File: config.mk
export PLATFORM = sky130hd
export DESIGN_NAME = imm_extend_pipe
export DESIGN_NICKNAME = d
export VERILOG_FILES = /design/src/rtl/imm_extend_pipe.sv
export SDC_FILE = /design/constraint.sdc
export NUM_CORES = 1
export LEC_CHECK = 0
export ABC_AREA = 1
export BUFFER_PORTS_ARGS = -buffer_cell sky130_fd_sc_hd__buf_2
export CAP_MARGIN = 20
export CELL_PAD_IN_SITES_DETAIL_PLACEMENT = 1
export CELL_PAD_IN_SITES_GLOBAL_PLACEMENT = 1
export CORE_AREA = 2 2 105 107
export DETAILED_ROUTE_END_ITERATION = 16
export DIE_AREA = 0 0 107 109
export HOLD_SLACK_MARGIN = 0.1
export PLACE_DENSITY = 0.79
export SLEW_MARGIN = 20
export SYNTH_ARGS = -nofsm -noshare
export SYNTH_HDL_FRONTEND = slang
export SYNTH_SLANG_ARGS = --single-unit
File: constraint.sdc
create_clock -name clk -period 1.2 [get_ports clk]
set_input_delay 0.24 -clock clk [delete_from_list [all_inputs] [get_ports clk]]
set_output_delay 0.24 -clock clk [all_outputs]
set_load 0.01 [all_outputs]
File: src/rtl/imm_extend_pipe.sv
// Registered immediate generator: extends instr[31:7] per select and buffers results in a 2-entry queue.
// Optional per-entry illegal-select flag on out_err is enabled by defining IMM_ERR_FLAG_EN.
module imm_extend_pipe #(
  parameter int XLEN  = 32,
  parameter int TAG_W = 4
) (
  input  logic             clk,
  input  logic             rst_n,
  input  logic             flush,
  input  logic             in_valid,
  output logic             in_ready,
  input  logic [24:0]      in_instr,
  input  logic [2:0]       in_src,
  input  logic [TAG_W-1:0] in_tag,
  output logic             out_valid,
  input  logic             out_ready,
  output logic [XLEN-1:0]  out_imm,
  output logic [TAG_W-1:0] out_tag
`ifdef IMM_ERR_FLAG_EN
  ,
  output logic             out_err
`endif
);

  // Indexed with full-instruction bit numbers so the extension table reads like the ISA manual.
  logic [31:7]      ins_s;
  logic [XLEN-1:0]  ext_imm_s;
  logic             push_s;
  logic             pop_s;

  logic [1:0]       count_r;
  logic             wr_ptr_r;
  logic             rd_ptr_r;
  logic [XLEN-1:0]  imm_mem_r [2];
  logic [TAG_W-1:0] tag_mem_r [2];
`ifdef IMM_ERR_FLAG_EN
  logic             err_s;
  logic             err_mem_r [2];
`endif

  assign ins_s     = in_instr;
  assign in_ready  = (count_r != 2'd2);
  assign out_valid = (count_r != 2'd0);
  assign push_s    = in_valid & in_ready;
  assign pop_s     = out_valid & out_ready;

  // Immediate extension by select; illegal select yields zero.
  always_comb begin
    ext_imm_s = {XLEN{1'b0}};
    case (in_src)
      3'b000: ext_imm_s = {{(XLEN-12){ins_s[31]}}, ins_s[31:20]};
      3'b001: ext_imm_s = {{(XLEN-12){ins_s[31]}}, ins_s[31:25], ins_s[11:7]};
      3'b010: ext_imm_s = {{(XLEN-13){ins_s[31]}}, ins_s[31], ins_s[7], ins_s[30:25],
                           ins_s[11:8], 1'b0};
      3'b011: ext_imm_s = {{(XLEN-21){ins_s[31]}}, ins_s[31], ins_s[19:12], ins_s[20],
                           ins_s[30:21], 1'b0};
      // Sign-extend the 20-bit field first, then shift; upper XLEN-32 bits track instr[31].
      3'b100: ext_imm_s = {{(XLEN-20){ins_s[31]}}, ins_s[31:12]} << 5'd12;
      3'b101: ext_imm_s = {{(XLEN-5){1'b0}}, ins_s[19:15]};
      3'b110: begin
        if (XLEN == 64) begin
          ext_imm_s = {{(XLEN-6){1'b0}}, ins_s[25:20]};
        end else begin
          ext_imm_s = {{(XLEN-5){1'b0}}, ins_s[24:20]};
        end
      end
      default: ext_imm_s = {XLEN{1'b0}};
    endcase
  end

`ifdef IMM_ERR_FLAG_EN
  assign err_s = (in_src == 3'b111);
`endif

  // Queue pointers, occupancy and storage; flush drops any concurrent push or pop.
  always_ff @(posedge clk or negedge rst_n) begin
    if (!rst_n) begin
      count_r  <= 2'd0;
      wr_ptr_r <= 1'b0;
      rd_ptr_r <= 1'b0;
      for (int i = 0; i < 2; i++) begin
        imm_mem_r[i] <= {XLEN{1'b0}};
        tag_mem_r[i] <= {TAG_W{1'b0}};
`ifdef IMM_ERR_FLAG_EN
        err_mem_r[i] <= 1'b0;
`endif
      end
    end else if (flush) begin
      count_r  <= 2'd0;
      wr_ptr_r <= 1'b0;
      rd_ptr_r <= 1'b0;
    end else begin
      if (push_s) begin
        imm_mem_r[wr_ptr_r] <= ext_imm_s;
        tag_mem_r[wr_ptr_r] <= in_tag;
`ifdef IMM_ERR_FLAG_EN
        err_mem_r[wr_ptr_r] <= err_s;
`endif
        wr_ptr_r <= ~wr_ptr_r;
      end
      if (pop_s) begin
        rd_ptr_r <= ~rd_ptr_r;
      end
      case ({push_s, pop_s})
        2'b10:   count_r <= count_r + 2'd1;
        2'b01:   count_r <= count_r - 2'd1;
        default: count_r <= count_r;
      endcase
    end
  end

  assign out_imm = imm_mem_r[rd_ptr_r];
  assign out_tag = tag_mem_r[rd_ptr_r];
`ifdef IMM_ERR_FLAG_EN
  assign out_err = err_mem_r[rd_ptr_r];
`endif

endmodule

==> impl_metrics.yaml <==
pwr:
  cell_internal_pwr_mw: 8.31
  net-switching-power_mw: 6.06
  combPwrFrac: 0.492
  power_density_nw_per_um2: 2210
  seq_power_share: 0.341
  p_leak_nw: 3.31
  p_clk_frac: 0.166
  p_sw_frac: 0.422
  vdd_ir_drop_max_uv: 919
cts:
  cts_tree: "yes"
  path_clk_slew_ps: 100
  root_buffer: "clkbuf_8"
  cts_buffer_depth: 2
  cts.sinks: 76
  insertion_delay_ps: 380
  numCtsBuffers: 9
  htreeDepth: 3
worst_hold_path:
  min_path_type: "in -> reg"
  hold_end: "tag_mem_r[1]$_DFFE_PN0P_"
  hold_depth: 3
  hp-start: "in_tag[1]"
floorplan:
  chipHeight_um: 109
  initial_core_util: 0.349
  die_area_um2: 11700
  core_um2: 10600
  ios: 75
  fp.dieW_um: 107
  rows: 38
setup_path:
  arrival_ps: 1560
  path_class: "reg -> out"
  reg2reg_slack_ps: -460
  critPathMaxStageDelay_ps: 480
  crit_path_start_kind: "flip-flop"
  critPathBufInv: 3
  critPathCaptureType: "output pin"
  path_delay_family: "flip-flops"
  crit-reg2reg-launch: "count_r[0]$_DFFE_PN0P_"
  critPathMaxFanout: 18
  crit_required_ps: 960
  cp_common_cell: "nand2_1"
  cpMaxStageDelayCell: "dfrtp_2"
  cp.depth: 5
  reg2reg_to: "imm_mem_r[52]$_DFFE_PN0P_"
  crit_chain: "inv_4, buf_12, nand2_1, nand2_1, buf_2"
  r2r_cells: 9
placement:
  dp_hpwl_mm: 7.98
  gp_congestion: 0.831
  dp_slack_ps: -192
  port_buffers: 74
grt:
  grt_overflow: 0
  first_global_vias: 4687
  grt.total_usage: 0.302
  grt_first_pass_wirelength_mm: 26.2
  grt_start_max_net_pins: 40
  antenna_found_initial: 0
timing:
  tightest_slew_ps: 432
  hold_viol: 0
  rsz0062_at_grt: "true"
  worst_clock_skew_ps: 9.99
  max_freq_mhz: 555
  post-route-min-period_ps: 1800
  timing.final.ws_setup_ps: -602
  relSlewSlack: 0.712
  whs_ps: 131
  setup_viol: 114
  timing.final.crit_share: 1.50
  slew_viol_final: 0
finish:
  multi_input_area_um2: 2360
  antenna_cells: 0
  final_nets: 677
  fillCellCount: 1176
  drive_above_1_share: 0.536
  syn_to_final_growth_pct: 75.4
  register_area_um2: 1900
synthesis:
  netlist_area_um2: 3700
  synth-seq-cells: 76
  yosysSeqAreaShare: 0.514
  avgSynthCellArea_um2: 7.45
  ys_types: 25
  synth_cells: 497
  yosys_warnings: 0
  syn-num-nets: 534
route:
  dr.pass1.iters: 7
  ant_nets: 0
  via_per_inst: 5.43
  vias: 4260
  wl_mm: 18.3
  drc_errors: 0
  wl_per_cell_um: 23.4
  drtIter0Drc: 358
status:
  violations: "setup timing"
  status: "finished, violations left"
flow_run:
  maxCapViolations: 0
==> stage by stage <==
stage                     setup TNS [ps]   util  instances  power (mW)  instance area [um2]
after floorplan                     -637      -        497        6.46                 3740
after global placement             -2550  0.422        719        7.92                 4470
after detailed placement           -6980  0.422        719        8.15                 4470
after CTS                         -34480  0.569        788        12.4                 6040
after global routing              -48010  0.613        785        15.0                 6500
final                             -43350  0.613        785        14.4                 6500
==> power by group through the flow <==
stage	Clock, mW	Sequential (mW)	Combinational (mW)
CTS	2.32	4.41	5.64
detailed placement	0	4.30	3.85
global route	2.48	5.00	7.50
global placement	0	4.22	3.70
finish	2.39	4.90	7.07
floorplan	0	4.13	2.33
==> synthesized netlist by cell type <==
cell type,instances,area share
a21boi_0,1,0.0020
a21oi_1,9,0.012
buf_1,1,0.0010
buf_2,11,0.015
buf_4,1,0.0020
buf_6,2,0.0061
clkbuf_1,8,0.0081
clkbuf_2,1,0.0014
dfrtp_1,76,0.51
inv_1,45,0.046
inv_2,5,0.0051
nand2_1,225,0.23
nand2_2,1,0.0017
nand2_4,1,0.0030
nand3_1,15,0.020
nand4_1,2,0.0034
nor2_1,11,0.011
nor2_2,1,0.0017
nor2_4,1,0.0030
nor3_1,1,0.0014
nor3_4,1,0.0044
o211ai_1,1,0.0020
o21ai_0,54,0.073
o21ai_1,19,0.026
o21ai_2,4,0.0095
==> worst min-delay path: cells and delay by family <==
family | cells | cell delay (ps)
compound gates | 1 | 110
buf+inv | 2 | 130
==> kinds of logic (layout without fill, tap and decap cells) <==
kind of cell / Yosys count / after routing / share of synthesized area
AO/OA/AOI/OAI: 88 / 88 / 0.124
buffers and inverters: 74 / 222 / 0.0841
flip-flops: 76 / 76 / 0.514
AND/OR/NAND/NOR: 259 / 259 / 0.278
==> timing repair <==
item,4_1_cts,5_1_grt
endpoints found under the setup margin,114,114
pin swaps,19,24
setup buffers,32,14
gates resized for setup,189,174
cloned,21,2
endpoints found under the hold margin,76,0
hold buffers,1,0
==> flip-flops by register name (all words and copies together) (netlist names) <==
name,count
count_r,2
imm_mem_r,64
rd_ptr_r,1
tag_mem_r,8
wr_ptr_r,1
==> layout by cell type, fill, tap and decap left out, types with 2 or more instances in the layout <==
cell type / count
nand2_1: 120
dfrtp_1: 74
buf_2: 69
nand2_4: 60
nand2_2: 46
inv_1: 44
o21ai_2: 42
buf_4: 28
buf_6: 19
buf_12: 19
nand3_1: 15
o21ai_0: 13
o21ai_1: 11
o21ai_4: 11
buf_16: 11
clkbuf_8: 10
a21oi_1: 8
nor2_1: 7
buf_8: 6
nor2_4: 5
inv_2: 3
nand4_1: 2
clkinvlp_4: 2
bufinv_16: 2
clkbuf_16: 2
dfrtp_2: 2
==> worst max-delay path by stage <==
| stage | from | end |
|---|---|---|
| finish | rd_ptr_r$_DFFE_PN0P_ | out_imm[16] |
| global route | rd_ptr_r$_DFFE_PN0P_ | out_imm[16] |
| CTS | rd_ptr_r$_DFFE_PN0P_ | out_imm[0] |
| detailed placement | in_src[1] | imm_mem_r[29]$_DFFE_PN0P_ |
| global placement | in_src[1] | imm_mem_r[29]$_DFFE_PN0P_ |
| floorplan | wr_ptr_r$_DFFE_PN0P_ | imm_mem_r[11]$_DFFE_PN0P_ |
==> area by class of cell <==
type | instances | share of cell area
repair buffers | 155 | 0.247
multi-input cells | 347 | 0.364
well taps | 140 | 0.0270
flip-flops and latches | 76 | 0.293
repair inverters | 1 | 0.00250
inverters | 50 | 0.0325
clock buffers | 11 | 0.0218
clock inverters | 5 | 0.0129
==> routing by layer <==
metal	vias up	global-route usage	part of all wire
met3	73	0.0496	0.042
met1	2166	0.354	0.39
met4	0	0.135	0.056
met5	-	0	0
met2	177	0.546	0.51
li1	1844	-	-
No activity file was read; power rests on OpenSTA's default activity.
